### src/rtl/multi_rate_tick_gen.sv
// -----------------------------------------------------------------------------
// multi_rate_tick_gen
//   Generates NUM_CH independent clock-enable ticks from the board clock.
//   Each channel has a run-time programmable divide ratio D, its own count
//   enable and a square-wave output that toggles on every tick (period 2*D).
//
//   Ports
//     clk      in   board clock, rising edge
//     rst      in   asynchronous, active-low reset
//     enable   in   [NUM_CH-1:0] per-channel count enable
//     sync_clr in   restart all channels in phase (commits pending ratios)
//     cfg_wr   in   write strobe for cfg_ch / cfg_div
//     cfg_ch   in   [CH_W-1:0] channel index to write
//     cfg_div  in   [CNT_W-1:0] new divide ratio D (must be >= 1)
//     tick     out  [NUM_CH-1:0] registered one-cycle pulse every D enabled cycles
//     sq_out   out  [NUM_CH-1:0] registered level, toggles on every tick
//     cfg_err  out  registered one-cycle pulse when a write is rejected
//
//   Build option
//     TICK_GEN_CASCADE_EN : when defined, channel i>0 advances only on cycles
//                           where enable[i] and tick[i-1] are both high.
//
//   Handshake: cfg_wr is a single-cycle strobe with no back-pressure; every
//   strobe is either accepted (shadow loaded) or rejected (cfg_err next edge).
// -----------------------------------------------------------------------------
module multi_rate_tick_gen #(
   parameter int                NUM_CH      = 4,
   parameter int                CNT_W       = 32,
   parameter logic [CNT_W-1:0]  DEFAULT_DIV = CNT_W'(100_000_000),
   localparam int               CH_W        = (NUM_CH > 1) ? $clog2(NUM_CH) : 1
) (
   input  logic              clk,
   input  logic              rst,
   input  logic [NUM_CH-1:0] enable,
   input  logic              sync_clr,
   input  logic              cfg_wr,
   input  logic [CH_W-1:0]   cfg_ch,
   input  logic [CNT_W-1:0]  cfg_div,
   output logic [NUM_CH-1:0] tick,
   output logic [NUM_CH-1:0] sq_out,
   output logic              cfg_err
);

   logic [CNT_W-1:0]  cnt_q    [NUM_CH];
   logic [CNT_W-1:0]  cnt_d    [NUM_CH];
   logic [CNT_W-1:0]  div_q    [NUM_CH];
   logic [CNT_W-1:0]  div_d    [NUM_CH];
   logic [CNT_W-1:0]  shadow_q [NUM_CH];
   logic [CNT_W-1:0]  shadow_d [NUM_CH];
   logic [NUM_CH-1:0] pend_q, pend_d;
   logic [NUM_CH-1:0] tick_q, tick_d;
   logic [NUM_CH-1:0] sq_q, sq_d;
   logic              cfg_err_q, cfg_err_d;

   logic [NUM_CH-1:0] adv;
   logic [NUM_CH-1:0] wrap;
   logic [NUM_CH-1:0] wr_hit;
   logic              wr_ok;

   // Per-channel advance qualifier.
`ifdef TICK_GEN_CASCADE_EN
   // Shifting the registered ticks up by one lines tick[i-1] up with channel i;
   // channel 0 gets a constant 1 so it is gated by its own enable only.
   always_comb adv = enable & ((tick_q << 1) | NUM_CH'(1));
`else
   always_comb adv = enable;
`endif

   // A write is accepted only with a non-zero ratio and an existing channel.
   always_comb wr_ok = cfg_wr && (cfg_div != '0) && (int'(cfg_ch) < NUM_CH);

   always_comb begin
      wrap   = '0;
      wr_hit = '0;
      for (int i = 0; i < NUM_CH; i++) begin
         // Compare against div-1 so D = 2^CNT_W-1 never needs an extra bit.
         wrap[i]   = adv[i] && (cnt_q[i] == div_q[i] - CNT_W'(1));
         wr_hit[i] = wr_ok && (cfg_ch == CH_W'(i));
      end
   end

   always_comb begin
      cfg_err_d = cfg_wr && !wr_ok;
      for (int i = 0; i < NUM_CH; i++) begin
         cnt_d[i]    = cnt_q[i];
         div_d[i]    = div_q[i];
         shadow_d[i] = shadow_q[i];
         pend_d[i]   = pend_q[i];
         tick_d[i]   = 1'b0;
         sq_d[i]     = sq_q[i];
         if (sync_clr) begin
            cnt_d[i]  = '0;
            sq_d[i]   = 1'b0;
            pend_d[i] = 1'b0;
            if (pend_q[i]) div_d[i] = shadow_q[i];
            // A write alongside the clear lands after it and takes effect now.
            if (wr_hit[i]) begin
               shadow_d[i] = cfg_div;
               div_d[i]    = cfg_div;
            end
         end else begin
            if (adv[i]) begin
               if (wrap[i]) begin
                  cnt_d[i]  = '0;
                  tick_d[i] = 1'b1;
                  sq_d[i]   = ~sq_q[i];
                  // Only a value pending before this cycle commits here, so a
                  // running period always completes with the ratio it began with.
                  if (pend_q[i]) begin
                     div_d[i]  = shadow_q[i];
                     pend_d[i] = 1'b0;
                  end
               end else begin
                  cnt_d[i] = cnt_q[i] + CNT_W'(1);
               end
            end
            if (wr_hit[i]) begin
               shadow_d[i] = cfg_div;
               if (enable[i]) begin
                  pend_d[i] = 1'b1;
               end else begin
                  // Idle channel: nothing to protect, apply immediately.
                  div_d[i]  = cfg_div;
                  cnt_d[i]  = '0;
                  pend_d[i] = 1'b0;
               end
            end
         end
      end
   end

   always_ff @(posedge clk or negedge rst) begin
      if (!rst) begin
         for (int i = 0; i < NUM_CH; i++) begin
            cnt_q[i]    <= '0;
            div_q[i]    <= DEFAULT_DIV;
            shadow_q[i] <= DEFAULT_DIV;
         end
         pend_q    <= '0;
         tick_q    <= '0;
         sq_q      <= '0;
         cfg_err_q <= 1'b0;
      end else begin
         cnt_q     <= cnt_d;
         div_q     <= div_d;
         shadow_q  <= shadow_d;
         pend_q    <= pend_d;
         tick_q    <= tick_d;
         sq_q      <= sq_d;
         cfg_err_q <= cfg_err_d;
      end
   end

   assign tick    = tick_q;
   assign sq_out  = sq_q;
   assign cfg_err = cfg_err_q;

endmodule

### config.mk
export PLATFORM = sky130hd
export DESIGN_NAME = multi_rate_tick_gen
export DESIGN_NICKNAME = d
export VERILOG_FILES = /design/src/rtl/multi_rate_tick_gen.sv
export SDC_FILE = /design/constraint.sdc
export NUM_CORES = 1
export LEC_CHECK = 0
export ABC_CLOCK_PERIOD_IN_PS = 4400
export CAP_MARGIN = 20
export CORE_MARGIN = 1
export CORE_UTILIZATION = 50
export DETAILED_ROUTE_END_ITERATION = 10
export GPL_TIMING_DRIVEN = 1
export PLACE_DENSITY_LB_ADDON = 0.3
export SLEW_MARGIN = 30
export SYNTH_ARGS = -nofsm -noshare
export SYNTH_HDL_FRONTEND = slang
export SYNTH_SLANG_ARGS = --single-unit
### constraint.sdc
create_clock -name clk -period 4.4 [get_ports clk]
set_input_delay 0.88 -clock clk [delete_from_list [all_inputs] [get_ports clk]]
set_output_delay 0.88 -clock clk [all_outputs]
set_load 0.01 [all_outputs]
==> summary.txt, run 1 <==
Global routing
  • Largest net degree at the start of global routing: 106
  • Initial antenna violation count: 0
  • Global-route wire length before repair: about 120000 um
  • GRT Overall Usage: 29.5%
  • Overflow after GRT: 0
  • Number of global-route vias before repair: between 20000 and 25000

Final layout
  • Area grow syn2layout: 13.0%
  • Layout fillers: 4260
  • Fin util: roughly 57%
  • Non-filler cells, final: 3575
  • Commonest cells after routing, fill and taps aside: nand2_1 (480), dfrtp_1 (300), nor2_1 (269)
  • N_diodes: 0
  • Nets: 2925
  • Design Area, Final: 0.0280 mm2
  • Commonest non-fill, non-tap cell in the layout: nand2_1
  • Share of layout cells above drive strength 1: between 10 and 15%

Timing
  • Final period utilization: about nine tenths
  • WHS: 0.317 ns
  • Setup TNS: 0 ns
  • Clk_skew: 0.0147 ns
  • Fmax: 250 MHz
  • Rel. slew slack: 31.3%
  • Final slew viol count: 0
  • RSZ-0062 raised after global routing: no
  • Post-layout minimum cycle time: 4.01 ns
  • Slew @ Worst Pin: 1.03 ns
  • Fin. Hold Viols: 0
  • # setup viols final: 0
  • Setup slack after layout: ~0.39 ns

Logic synthesis
  • Synth Warn #: 0
  • Post-synthesis adder-cell area fraction: less than 1%
  • Mux cell area share after synthesis: about 5.7%
  • Syn Nets: 2917
  • Syn Area/Cell: 8.65 um2
  • Top_reg_cell synth: dfrtp_1
  • Simple-gate share of the synthesized area: 25.9%
  • Seq cells post-synth: 397
  • Synth Area in Compound Gates: between 10% and 20%
  • Post-synthesis sequential area ratio: 40.5%
  • Ranking of synthesized cells by area: dfrtp_1 (30%), dfstp_2 (10%), nand2_1 (7.3%), xor2_1 (4.8%), xnor2_1 (4.3%)
  • Post-synthesis cell count: 2867
  • Post-Synth XOR/XNOR Area: approximately 9.2%
  • Largest family of logic cells by synthesized area: simple AND/OR/NAND/NOR gates
  • EDFF count, synth: 0
  • Area share of the largest cell type after synthesis: 30.4%
  • Syn Std Cell Area: 0.0248 mm2
  • Async SR Flop Fraction: 100%
  • Synth unique cells: 89
  • Synth area leader: dfrtp_1

Worst setup path
  • Worst path cell trace: or4_1 -> nor4_2 -> nand3_1 -> nor4b_1 -> o22ai_1 -> nor3_2 -> nand2_1 -> o31a_1 -> o221a_2
  • Sum of buffers and inverters on the critical path: 0
  • WP depth: 9
  • FF-to-FF path depth: 9
  • Crit-path leading delay family: simple AND/OR/NAND/NOR gates
  • Worst setup EP type: flop
  • Slowest-stage cell, CP: or4_1
  • Worst EP required: 4.88 ns
  • CP max stage delay: approximately 0.69 ns
  • Critical Path AT: 4.49 ns
  • Reg2reg end: div_q[89]$_DFF_PN0_
  • Worst Path Max Fanout: 16
  • Worst Setup SP: div_q[69]$_DFF_PN0_
  • Kind of critical path: reg -> reg
  • R2R Setup Slk: 0.39 ns
  • Startpoint class of the critical path: flop
  • Worst Setup EP: div_q[89]$_DFF_PN0_
  • Worst R2R Start: div_q[69]$_DFF_PN0_

Place
  • Port Buf Inserts: 50
  • Placement Setup Slack: ~0.48 ns
  • DP HPWL: approximately 53000 um
  • GPL Wtd Cong: 0.932
  • Dpl cells: 3492
  • Placed cell area: 0.0264 mm2

Route
  • DRT antenna net count: 0
  • Drt pass-1 iters: 5
  • Initial DRC count: about 2000
  • DRC: 0
  • Wirelength, routed: 74000 um
  • Average wire per standard cell: between 20 and 25 um
  • Via count: 22100
  • Via/cell ratio: 6.17

Pwr
  • Tot Pwr: 11.4 mW
  • Clock power frac: a little over a third
  • Sequential power share: 43.7%
  • Leakage: between 10 and 15 nW
  • Maximum vdd drop: ~0.31 mV
  • Switching fraction of total power: a little under a third
  • Comb power frac: 19.9%
  • P_int: 7.81 mW
  • Pwr dens: 406 mW/mm2
  • Net Sw Power: approximately 3.6 mW

Clock tree
  • Clock Latency Late Sink: 0.59 ns
  • Post-CTS setup buffer count: 0
  • Clock Path Buffers: 3
  • Reg clk slew, reported paths: ~0.060 ns
  • CTS resizes: 0
  • Hold Buf Count CTS: 0
  • Root buf cell: clkbuf_16
  • CTS H-tree lvls: 2
  • CTS tree: built
  • Clock sink total: 397
  • TritonCTS buffer count: 45

Die
  • Core area: 0.0490 mm2
  • Die W: 225 um
  • Initial Util: approximately half
  • Num rows: 81
  • Die area: 0.0505 mm2
  • Die Span Y: 225 um
  • Number of I/O pins: 51

Min path
  • Hold Path Class: in -> async

Outcome
  • Run status: finished, final reports clean

Run
  • Max-Cap Viols: 0
[logic make-up (layout without fill, tap and decap cells)]
kind of cell | Yosys count | after routing
DFF | 397 | 397
adders and majority gates | 8 | 8
and+or+nand+nor | 1311 | 1311
buffers and inverters | 274 | 318
AOI/OAI and AO/OA | 484 | 484
muxes | 134 | 134
xor gates and xnor gates | 259 | 259
[how the worst min path moves through the flow]
| stage | to | start | slack [ns] |
|---|---|---|---|
| after detailed placement | shadow_q[45]$_DFFE_PN1P_ | shadow_q[45]$_DFFE_PN1P_ | 0.45 |
| after floorplan | shadow_q[40]$_DFFE_PN1P_ | shadow_q[40]$_DFFE_PN1P_ | 0.44 |
| after CTS | cnt_q[40]$_DFF_PN0_ | rst | 0.37 |
| final | cnt_q[40]$_DFF_PN0_ | rst | 0.32 |
| after global placement | shadow_q[53]$_DFFE_PN1P_ | shadow_q[53]$_DFFE_PN1P_ | 0.45 |
| after global routing | cnt_q[40]$_DFF_PN0_ | rst | 0.38 |
[synth_stat cells (all sizes together) (33+ instances only)]
cell and n:
clkbuf 170, a31oi 33, nand4 64, o221a 53
nor4 56, dfstp 96, buf 49, mux2i 82
o21ai 96, nor3 105, or3 50, a21oi 74
nor2 270, o22ai 42, nand2 481, mux2 52
inv 54, nand3 81, xor2 137, and3 37
xnor2 121, dfrtp 301
[flip-flops by register name, summed over array words and instances (netlist names)]
name and cells:
shadow_q 128, cfg_err 1, tick 4, sq_out 4
cnt_q 128, pend_q 4, div_q 128
[power by group through the flow]
stage | sequential (mW) | combinational, mW | clock, mW
after global placement | 4.97 | 2.14 | 0
after detailed placement | 5.00 | 2.23 | 0
final | 4.97 | 2.26 | 4.14
after CTS | 4.94 | 2.24 | 4.21
after global routing | 5.03 | 2.49 | 4.34
after floorplan | 4.58 | 1.80 | 0
[layer usage]
layer | routed length [um] | part of all wire, % | vias up | GRT usage (%)
met3 | 5220 | 7.1 | 169 | 4.48
met5 | 0 | 0 | - | 0
met1 | 32000 | 43 | 10900 | 40.6
met4 | 3230 | 4.4 | 0 | 12.9
li1 | - | - | 10200 | -
met2 | 33500 | 45 | 774 | 46.1
[worst reg2reg max path, stage by stage (launching register included)]
cell and delay, ns:
dfrtp_1 0.44, or4_1 0.69, nor4_2 0.62, nand3_1 0.23, nor4b_1 0.51, o22ai_1 0.23
nor3_2 0.23, nand2_1 0.11, o31a_1 0.49, o221a_2 0.35
[area by class of cell]
class | count | area (um2) | share of cell area [%]
Multi-Input combinational cell | 2196 | 13700 | 48.9
Clock buffer | 66 | 1350 | 4.81
Sequential cell | 397 | 10100 | 35.9
Inverter | 55 | 206 | 0.737
Tap cell | 664 | 831 | 2.97
Clock inverter | 17 | 275 | 0.982
Timing Repair Buffer | 180 | 1600 | 5.72
(Power assumes the default switching activity.)
==> run 2: changes to the inputs <==
--- a/config.mk
+++ b/config.mk
@@ -5,6 +5,7 @@
 export SDC_FILE = /design/constraint.sdc
 export NUM_CORES = 1
 export LEC_CHECK = 0
+export ABC_AREA = 1
 export ABC_CLOCK_PERIOD_IN_PS = 4400
 export CAP_MARGIN = 20
 export CORE_MARGIN = 1
==> run 2 against run 1 <==
  * Critical path depth grew 10
  * Maximum frequency grew 18%
  * First-iteration DRC count up 47%
  * Core utilization is 1.3 points lower
  * Final area rose by 13%
  * Synthesized cell count grew 58%
  * Sequential power decreased by 3%
  * Die area rose by 16%
  * Clock-buffer cell count is 2 higher
  * Sequential share of layout area is 4.2 points lower
  * Clock skew rose by 0.0080 ns
  * Flip-flop and latch count is the same
  * Critical endpoint is now div_q[43]$_DFF_PN0_
  * Largest cell class unchanged
  * Highest routed layer unchanged
==> summary.txt, run 2 <==
Logic synthesis
  • Post-synth top cells: nand2_1 (1683), nor2_1 (523), inv_1 (482)
  • Top_reg_cell synth: dfrtp_1
  • Ranking of synthesized cells by area: dfrtp_1 (26%), nand2_1 (22%), dfstp_2 (8.7%), nor2_1 (6.8%), inv_1 (6.3%)
  • Synth unique cells: 50
  • Syn Std Cell Area: between 0.02 and 0.03 mm2
  • Async SR Flop Fraction: 100%
  • Simple-gate share of the synthesized area: a little over two fifths
  • Largest family of logic cells by synthesized area: simple AND/OR/NAND/NOR gates
  • Area share of the largest cell type after synthesis: 26.1%
  • Post-synthesis cell count: around 4500
  • Syn Area/Cell: 6.36 um2
  • Mux cell area share after synthesis: 0%
  • Seq cells post-synth: 397
  • Syn Nets: 4594
  • Post-synthesis adder-cell area fraction: less than 1%
  • Synth Warn #: 0
  • Top-count cell post-synth: nand2_1
  • Post-Synth XOR/XNOR Area: under 10%
  • EDFF count, synth: 0
  • Synth Area in Compound Gates: 7.97%
  • Post-synthesis sequential area ratio: 34.8%
  • Synth area leader: dfrtp_1

Global routing
  • Initial antenna violation count: 0
  • Largest net degree at the start of global routing: 180
  • GRT Overall Usage: 31.6%
  • Overflow after GRT: 0
  • Global-route wire length before repair: roughly 150000 um
  • Number of global-route vias before repair: 27500

Place
  • Port Buf Inserts: 50
  • DP HPWL: about 66000 um
  • GPL Wtd Cong: 0.994

Worst setup path
  • WP depth: 19
  • CP max stage delay: 0.40 ns
  • R2R Setup Slk: 1.0 ns
  • Crit-path leading delay family: simple AND/OR/NAND/NOR gates
  • CP most frequent cell: nand2_1
  • Worst Path Max Fanout: 18
  • Worst Setup EP: div_q[43]$_DFF_PN0_
  • Worst setup EP type: flop
  • Sum of buffers and inverters on the critical path: 3
  • Worst R2R Start: div_q[32]$_DFF_PN0_
  • Worst EP required: slightly below 5 ns
  • Startpoint class of the critical path: flop
  • Reg2reg end: div_q[43]$_DFF_PN0_
  • Critical Path AT: 3.94 ns
  • Worst path cell trace: inv_1 -> ha_1 -> nand2_2 -> nor2_8 -> nand2_2 -> nor2_1 -> nor2_1 -> nor2_1 -> nand2_1 -> nor2_1 -> nand2_1 -> nor2_4 -> nand3_4 -> buf_4 -> clkinv_2 -> nand2_1 -> nand2_1 -> nand2_1 -> nand2_1
  • Slowest-stage cell, CP: dfrtp_1
  • FF-to-FF path depth: 19
  • Worst Setup SP: div_q[32]$_DFF_PN0_
  • Kind of critical path: reg -> reg

Pwr
  • Sequential power share: 39.6%
  • Comb power frac: roughly 28%
  • Switching fraction of total power: 36.9%
  • Maximum vdd drop: 0.287 mV
  • Net Sw Power: 4.49 mW
  • P_int: 7.69 mW
  • Leakage: 15.5 nW
  • Pwr dens: 384 mW/mm2
  • Clock power frac: about 33%
  • Tot Pwr: 12.2 mW

Timing
  • WHS: 0.325 ns
  • Final slew viol count: 0
  • Final period utilization: between 70 and 80%
  • RSZ-0062 raised after global routing: no
  • Post-layout minimum cycle time: ~3.4 ns
  • # setup viols final: 0
  • Fin. Hold Viols: 0
  • Clk_skew: 0.0227 ns
  • Fmax: around 300 MHz
  • Rel. slew slack: a little under two fifths
  • Slew @ Worst Pin: ~0.94 ns
  • Setup TNS: 0 ns

Die
  • Num rows: slightly below 90
  • Core area: 0.0567 mm2
  • Number of I/O pins: 51
  • Die area: 0.0588 mm2
  • Die Span Y: 242 um
  • Die W: roughly 240 um
  • Initial Util: 50.9%

Clock tree
  • Post-CTS setup buffer count: 0
  • Root buf cell: clkbuf_16
  • TritonCTS buffer count: 47
  • CTS resizes: 0
  • Clock Latency Late Sink: around 0.62 ns
  • Clock Path Buffers: 3
  • Hold Buf Count CTS: 0
  • Clock sink total: a little under 400
  • CTS H-tree lvls: 2
  • CTS tree: built
  • Reg clk slew, reported paths: approximately 0.06 ns

Final layout
  • Top Registers: cnt_q: 128 flops, div_q: 128 flops, shadow_q: 128 flops
  • Commonest cells after routing, fill and taps aside: nand2_1 (1683), nor2_1 (522), inv_1 (480)
  • Share of layout cells above drive strength 1: 8.07%
  • N_diodes: 0
  • Commonest non-fill, non-tap cell in the layout: nand2_1
  • Area grow syn2layout: 9.86%
  • Nets: 4597

Route
  • Wirelength, routed: 93400 um
  • DRC: 0
  • Via/cell ratio: 5.49
  • Initial DRC count: 2947
  • Via count: slightly below 30000
  • DRT antenna net count: 0
  • Drt pass-1 iters: 6
  • Average wire per standard cell: 17.5 um

Run
  • Max-Cap Viols: 0

Outcome
  • Run status: finished, final reports clean

Min path
  • Hold Path Class: in -> async
## run 2: worst reg2reg max path, delay by kind of cell (launching register included)
family | cells | cell delay [ns]
adders and majority gates | 1 | 0.22
buffers and inverters | 3 | 0.69
DFF | 1 | 0.40
and+or+nand+nor | 15 | 2.01
## run 2: layout make-up
class	count	area (um2)
Clock buffer	68	1380
Clock inverter	20	170
Fill cell	5600	25000
Inverter	505	1900
Multi-Input combinational cell	3474	16200
Sequential cell	397	10100
Tap cell	756	946
Timing Repair Buffer	122	1130
## run 2: power by group through the flow
| stage | clock [mW] | sequential (mW) | combinational, mW |
|---|---|---|---|
| floorplan | 0 | 4.60 | 2.52 |
| global placement | 0 | 4.85 | 3.25 |
| detailed placement | 0 | 4.86 | 3.30 |
| CTS | 4.04 | 4.80 | 3.32 |
| global route | 4.16 | 4.86 | 3.85 |
| finish | 3.98 | 4.82 | 3.37 |
## run 2: worst min path at each step
stage | from | end | cells past startpoint
after global routing | rst | cnt_q[111]$_DFF_PN0_ | 1
after CTS | rst | cnt_q[111]$_DFF_PN0_ | 1
final | rst | cnt_q[105]$_DFF_PN0_ | 1
after detailed placement | shadow_q[55]$_DFFE_PN1P_ | shadow_q[55]$_DFFE_PN1P_ | 2
after global placement | shadow_q[87]$_DFFE_PN1P_ | shadow_q[87]$_DFFE_PN1P_ | 2
after floorplan | shadow_q[111]$_DFFE_PN1P_ | shadow_q[111]$_DFFE_PN1P_ | 2
## run 2: kinds of logic after synthesis
kind of cell / Yosys count
DFF: 397
AOI/OAI and AO/OA: 444
and+or+nand+nor: 2837
xor gates and xnor gates: 185
buffers and inverters: 673
adders and majority gates: 8
## run 2: metrics by stage
step,area [um2],instances,utilization (%),setup WS (ns)
finish,31700,5342,56.0,0.999
global route,31700,5342,56.0,0.656
CTS,31700,5342,56.0,0.981
detailed placement,30200,5254,53.2,0.761
global placement,30200,5254,53.2,0.821
floorplan,28900,4544,-,1.78
## run 2: metal layers
| layer | vias up | GRT usage [%] | share of wire, % |
|---|---|---|---|
| li1 | 14300 | - | - |
| met1 | 13500 | 43.1 | 43 |
| met2 | 1224 | 48.3 | 44 |
| met3 | 244 | 6.39 | 9.0 |
| met4 | 0 | 14.0 | 4.3 |
| met5 | - | 0 | 0 |
